===== src/rtl/conv_pkg.sv =====
// Shared types and defaults for the conv block sequencers.
// Latency: n/a (types and constants only).
// Backpressure: n/a.
package conv_pkg;

    // Default chain length (PEs per column)
    localparam int KSIZE_DEFAULT = 3;

    // Sequencer states of the PE column controller
    typedef enum logic [2:0] {
        ST_IDLE    = 3'd0,
        ST_LOAD    = 3'd1,
        ST_COMPUTE = 3'd2,
        ST_DRAIN   = 3'd3,
        ST_DONE    = 3'd4
    } conv_state_t;

    // True while the sequencer owns the PE column
    function automatic logic state_busy(input conv_state_t st);
        return st != ST_IDLE;
    endfunction

endpackage


===== src/rtl/pe_valid_pipe.sv =====
// Valid tracker mirroring the PE chain: one bit per stage plus a consumed flag.
// Latency: a sum is flagged KSIZE advances after its pixel enters the chain.
// Backpressure: the head sum stays presented until out_ready; 'taken' hides it while the chain holds.
module pe_valid_pipe #(
    parameter int KSIZE = 3
) (
    input  logic clk,
    input  logic rst,
    input  logic advance,
    input  logic shift_in,
    input  logic out_ready,
    output logic out_valid,
    output logic pipe_empty
);

    logic [KSIZE-1:0] vld;
    logic [KSIZE-1:0] vld_next;
    logic             taken;

    // Next value of the tracker when the chain advances
    generate
        if (KSIZE == 1) begin : g_single
            assign vld_next = shift_in;
        end else begin : g_multi
            assign vld_next = {vld[KSIZE-2:0], shift_in};
        end
    endgenerate

    // Shift the valid bits in lock-step with the PE registers
    always_ff @(posedge clk) begin
        if (rst) begin
            vld <= '0;
        end else if (advance) begin
            vld <= vld_next;
        end
    end

    // Remember a sum consumed while the chain is held so it is not shown twice
    always_ff @(posedge clk) begin
        if (rst) begin
            taken <= 1'b0;
        end else if (advance) begin
            taken <= 1'b0;
        end else if (out_valid && out_ready) begin
            taken <= 1'b1;
        end
    end

    assign out_valid  = vld[KSIZE-1] & ~taken;
    assign pipe_empty = ~|vld;

endmodule


===== src/rtl/pe_chain_ctrl.sv =====
// Sequencer for one KSIZE-long MAC PE column: weight load, pixel stream, drain, done pulse.
// Latency: first sum valid KSIZE advances after the first pixel accept; done one cycle after drain empties.
// Backpressure: out_valid & ~out_ready freezes the whole chain (no advance, ifm_ready low).
module pe_chain_ctrl
    import conv_pkg::*;
#(
    parameter int KSIZE = KSIZE_DEFAULT,
    parameter int CNT_W = 16
) (
    input  logic             clk,
    input  logic             rst,
    input  logic             start,
    input  logic [CNT_W-1:0] cfg_num_pix,
    output logic             busy,
    output logic             done,
    input  logic             wgt_valid,
    output logic             wgt_ready,
    output logic [KSIZE-1:0] wgt_we,
    input  logic             ifm_valid,
    output logic             ifm_ready,
    output logic             pe_set_reg,
    output logic             pe_ifm_zero,
    output logic             out_valid,
    input  logic             out_ready,
    output logic [CNT_W-1:0] pix_cnt
);

    localparam int WIDX_W = (KSIZE > 1) ? $clog2(KSIZE) : 1;

    conv_state_t       state;
    conv_state_t       state_nxt;
    logic [CNT_W-1:0]  num_pix_q;
    logic [WIDX_W-1:0] widx;

    logic start_acc;
    logic wgt_acc;
    logic pix_acc;
    logic last_wgt;
    logic last_pix;
    logic stall;
    logic shift_in;
    logic pipe_empty;

    assign last_wgt = (widx == WIDX_W'(KSIZE - 1));
    assign last_pix = ((pix_cnt + CNT_W'(1)) == num_pix_q);

    // State register
    always_ff @(posedge clk) begin
        if (rst) begin
            state <= ST_IDLE;
        end else begin
            state <= state_nxt;
        end
    end

    // Next state, handshakes and chain controls
    always_comb begin
        state_nxt   = state;
        busy        = state_busy(state);
        done        = 1'b0;
        wgt_ready   = 1'b0;
        wgt_we      = '0;
        ifm_ready   = 1'b0;
        pe_set_reg  = 1'b0;
        pe_ifm_zero = 1'b0;
        shift_in    = 1'b0;
        start_acc   = 1'b0;
        wgt_acc     = 1'b0;
        pix_acc     = 1'b0;
        stall       = out_valid & ~out_ready;

        case (state)
            ST_IDLE: begin
                if (start) begin
                    start_acc = 1'b1;
                    state_nxt = ST_LOAD;
                end
            end
            ST_LOAD: begin
                wgt_ready = 1'b1;
                if (wgt_valid) begin
                    wgt_acc = 1'b1;
                    wgt_we  = KSIZE'(1) << widx;
                    if (last_wgt) begin
                        state_nxt = (num_pix_q == '0) ? ST_DONE : ST_COMPUTE;
                    end
                end
            end
            ST_COMPUTE: begin
                ifm_ready  = ~stall;
                shift_in   = 1'b1;
                pe_set_reg = ifm_valid & ~stall;
                pix_acc    = ifm_valid & ~stall;
                if (pix_acc && last_pix) begin
                    state_nxt = ST_DRAIN;
                end
            end
            ST_DRAIN: begin
                pe_ifm_zero = 1'b1;
                pe_set_reg  = ~stall;
                if (pipe_empty) begin
                    state_nxt = ST_DONE;
                end
            end
            ST_DONE: begin
                done      = 1'b1;
                state_nxt = ST_IDLE;
            end
            default: begin
                state_nxt = ST_IDLE;
            end
        endcase
    end

    // Job count capture, weight index and accepted-pixel counter
    always_ff @(posedge clk) begin
        if (rst) begin
            num_pix_q <= '0;
            widx      <= '0;
            pix_cnt   <= '0;
        end else begin
            if (start_acc) begin
                num_pix_q <= cfg_num_pix;
                widx      <= '0;
                pix_cnt   <= '0;
            end
            if (wgt_acc) begin
                widx <= last_wgt ? '0 : widx + WIDX_W'(1);
            end
            if (pix_acc && (pix_cnt != num_pix_q)) begin
                pix_cnt <= pix_cnt + CNT_W'(1);
            end
        end
    end

    pe_valid_pipe #(
        .KSIZE (KSIZE)
    ) u_valid_pipe (
        .clk        (clk),
        .rst        (rst),
        .advance    (pe_set_reg),
        .shift_in   (shift_in),
        .out_ready  (out_ready),
        .out_valid  (out_valid),
        .pipe_empty (pipe_empty)
    );

endmodule


===== config.mk =====
export PLATFORM = sky130hd
export DESIGN_NAME = pe_chain_ctrl
export DESIGN_NICKNAME = d
export VERILOG_FILES = /design/src/rtl/conv_pkg.sv /design/src/rtl/pe_valid_pipe.sv /design/src/rtl/pe_chain_ctrl.sv
export SDC_FILE = /design/constraint.sdc
export NUM_CORES = 1
export LEC_CHECK = 0
export BUFFER_PORTS_ARGS = -buffer_cell sky130_fd_sc_hd__buf_2
export CAP_MARGIN = 20
export CORE_ASPECT_RATIO = 1.25
export CORE_MARGIN = 1.5
export CORE_UTILIZATION = 45
export DETAILED_ROUTE_END_ITERATION = 12
export GPL_TIMING_DRIVEN = 0
export PLACE_DENSITY = 0.72
export SLEW_MARGIN = 20
export SYNTH_ARGS = -nofsm -noshare
export SYNTH_HDL_FRONTEND = slang
export SYNTH_SLANG_ARGS = --single-unit
export TNS_END_PERCENT = 30

===== constraint.sdc =====
create_clock -name clk -period 2.21 [get_ports clk]
set_input_delay 0.1105 -clock clk [delete_from_list [all_inputs] [get_ports clk]]
set_output_delay 0.1105 -clock clk [all_outputs]
set_load 0.05 [all_outputs]

==> flow_summary.toml <==
[grt]
antenna_found_initial = 0
track_usage_pct = 24.8
grt_pass1_vias = 2248
grt_overflow = 0
grt_max_degree = 12
grt_first_pass_wirelength_mm = 10.8

[clocking]
clk_path_buf_depth = 2
cts.clk_slew.worst_paths_ns = 0.08
clock-root-buffer = "clkbuf_8"
htreeDepth = 2
cts_tree = "yes"
cts_sinks = 41
cts_buffers = 5
clock_latency_ns = 0.30

[place]
dp_slack_ns = -0.349
io_buffers = 46
gp_congestion = 0.919
post-dp-hpwl_mm = 5.03

[synthesis]
synthCells = 325
yosysSeqAreaShare_pct = 33.9
synthArstFlopShare_pct = 0
synth_cell_types = 47
synth-edff-count = 0
synth_top_cells_by_area = "dfxtp_1 (34%), nand2_1 (7.8%), a21oi_1 (6.8%)"
yosys.area.top_type = "dfxtp_1"
syn-num-nets = 348
ys.flop_type = "dfxtp_1"
yosys_warnings = 0
yosysMostFrequentCell = "nand2_1"
netlist_area_um2 = 2420
yosys-top-cells-count = "nand2_1 (50), dfxtp_1 (41), a21oi_1 (33)"
synth.avg_cell_area_um2 = 7.45
yosysTopAreaCellShare_pct = 33.9
synth_seq_cells = 41

[run]
maxCapViolCount = 0

[worst_setup_path]
crit_arrival_ns = 2.44
cp-endpoint = "state[0]"
critPathKind = "flip-flop to flip-flop"
reg2reg_slack_ns = -0.04
critPathMaxStageDelay_ns = 0.36
crit_slowest_cell = "dfxtp_4"
cp_num_buf_inv = 1
worstSetupStartpoint = "pix_cnt[3]"
reg2reg_to = "state[0]"
cp_data_required_time_ns = 2.40
reg2reg_depth = 8
cp_cell_sequence = "buf_4 > xor2_2 > xor2_1 > o211ai_1 > nor4_2 > nand4_1 > o21ai_2 > mux2_4"
start_kind = "flip-flop"
crit_fanout = 7
reg2reg_from = "pix_cnt[3]"
cp.depth = 8
end_kind = "flip-flop"
critPathTopFamily = "simple AND/OR/NAND/NOR gates"

[outcome]
violations = "setup timing"
status = "complete, but fails checks"

[sta]
final_period_minus_worst_setup_slack_ns = 2.25
fin_skew_ns = 0.00988
worst_pin_slew_ns = 0.641
period_share_pct = 102
setup_viol = 3
fin_setup_tns_ns = -0.0416
fmax_mhz = 445
setup_ws_ns = -0.0380
hold_violations = 0
worst_hold_slack_ns = 0.0410
drv_slew = 0
slew-limit-headroom_pct = 56.2
rsz0062_at_grt = "yes"

[floorplan]
initial_core_util_pct = 47.3
coreArea_um2 = 5120
pin_count = 48
die_x_um = 68.6
die_y_um = 85.0
die-area_um2 = 5830
row_count = 29

[final_layout]
antenna_cells = 0
drive_above_1_share_pct = 33.9
num-nets-final = 423
final_util_pct = 64.5
multiInputGateArea_um2 = 1660
register_area_um2 = 863
area_growth_pct = 36.3
fill_cells = 466

[power_and_ir_drop]
power_per_cell_area_nw_per_um2 = 599
cellLeakagePower_nw = 1.34
ir_drop_mv = 0.417

[route]
drc = 0
ant_nets = 0
drtIter0Drc = 148
vias_per_cell = 5.72
drt-total-wl_mm = 7.56
wire_per_inst_um = 16.3
drtPass1Iterations = 5
via_count = 2647

[worst_hold_path]
min_path_type = "input pin to flip-flop"
[per-stage QoR]
step | power, mW | std cells | cell area, um^2
detailed placement | 1.45 | 433 | 2820
global route | 2.08 | 463 | 3300
finish | 1.98 | 463 | 3300
global placement | 1.44 | 433 | 2820
floorplan | 1.30 | 325 | 2510
CTS | 1.95 | 447 | 3020
[how the worst min path moves through the flow]
stage               slack [ns]             to       startpoint  cells after the start
global placement          0.35  num_pix_q[11]  cfg_num_pix[11]                      3
finish                    0.04   num_pix_q[2]   cfg_num_pix[2]                      3
CTS                       0.04   num_pix_q[6]   cfg_num_pix[6]                      3
floorplan                 0.25   num_pix_q[0]   cfg_num_pix[0]                      2
detailed placement        0.36  num_pix_q[11]  cfg_num_pix[11]                      3
global route              0.05   num_pix_q[1]   cfg_num_pix[1]                      3
[layout make-up]
class                           instances  share of cell area [%]
Clock buffer                            8                    2.43
Sequential cell                        41                    26.2
Timing Repair Buffer                   73                    14.5
Inverter                               12                    1.37
Multi-Input combinational cell        252                    50.2
Tap cell                               62                    2.35
Buffer                                 15                    3.03
[metal layers]
layer / GRT usage (%) / vias to the layer above / share of wire (%)
li1: - / 1281 / -
met5: 0 / - / 0
met3: 4.11 / 23 / 6.2
met2: 40.7 / 123 / 48
met1: 30.3 / 1220 / 42
met4: 12.9 / 0 / 3.1
[state kept, by name, summed over array words and instances (netlist names)]
register / cells
num_pix_q: 16
pix_cnt: 16
state: 3
u_valid_pipe.taken: 1
u_valid_pipe.vld: 3
widx: 2
[logic make-up (layout without fill, tap and decap cells)]
| group | Yosys count | in the layout | share of synthesized area, % |
|---|---|---|---|
| buffers and inverters | 32 | 108 | 6.25 |
| muxes | 1 | 1 | 0.465 |
| and+or+nand+nor | 153 | 153 | 32.1 |
| xor gates and xnor gates | 27 | 27 | 9.77 |
| AOI/OAI and AO/OA | 70 | 70 | 17.0 |
| DFF | 41 | 41 | 33.9 |
| adders and majority gates | 1 | 1 | 0.517 |
[cell usage in the layout, fill, tap and decap left out, types with 4 or more instances in the layout]
cell and n:
a21oi_1 32, buf_2 47, buf_4 23, buf_6 7
clkbuf_1 10, clkbuf_8 5, dfxtp_1 27, dfxtp_2 4
dfxtp_4 10, inv_1 12, nand2_1 50, nand3_1 4
nand3_4 4, nand4_1 5, nor2_1 30, nor2b_1 4
nor3_1 6, nor3b_1 5, nor4_1 8, o21ai_0 9
o21ai_1 5, or3_1 6, xnor2_1 14, xnor2_2 4
xor2_1 8
[repair_timing]
| item | in CTS | in global routing |
|---|---|---|
| buffers inserted | 11 | 15 |
| setup endpoints to repair | 18 | 19 |
| resized for setup | 18 | 40 |
| cloned | 0 | 1 |
| pin swaps | 8 | 16 |
| hold buffers | 0 | 0 |
[tightest hold or removal path: stages]
cell and delay (ns):
buf_2 0.09, nand2_1 0.04, a21oi_1 0.05
[power by group]
part / total, mW / internal, mW / switching (mW)
clock network: 0.485 / 0.225 / 0.261
logic: 0.650 / 0.240 / 0.410
registers: 0.842 / 0.779 / 0.0625
Note: power is estimated with default switching activity, not from simulation.
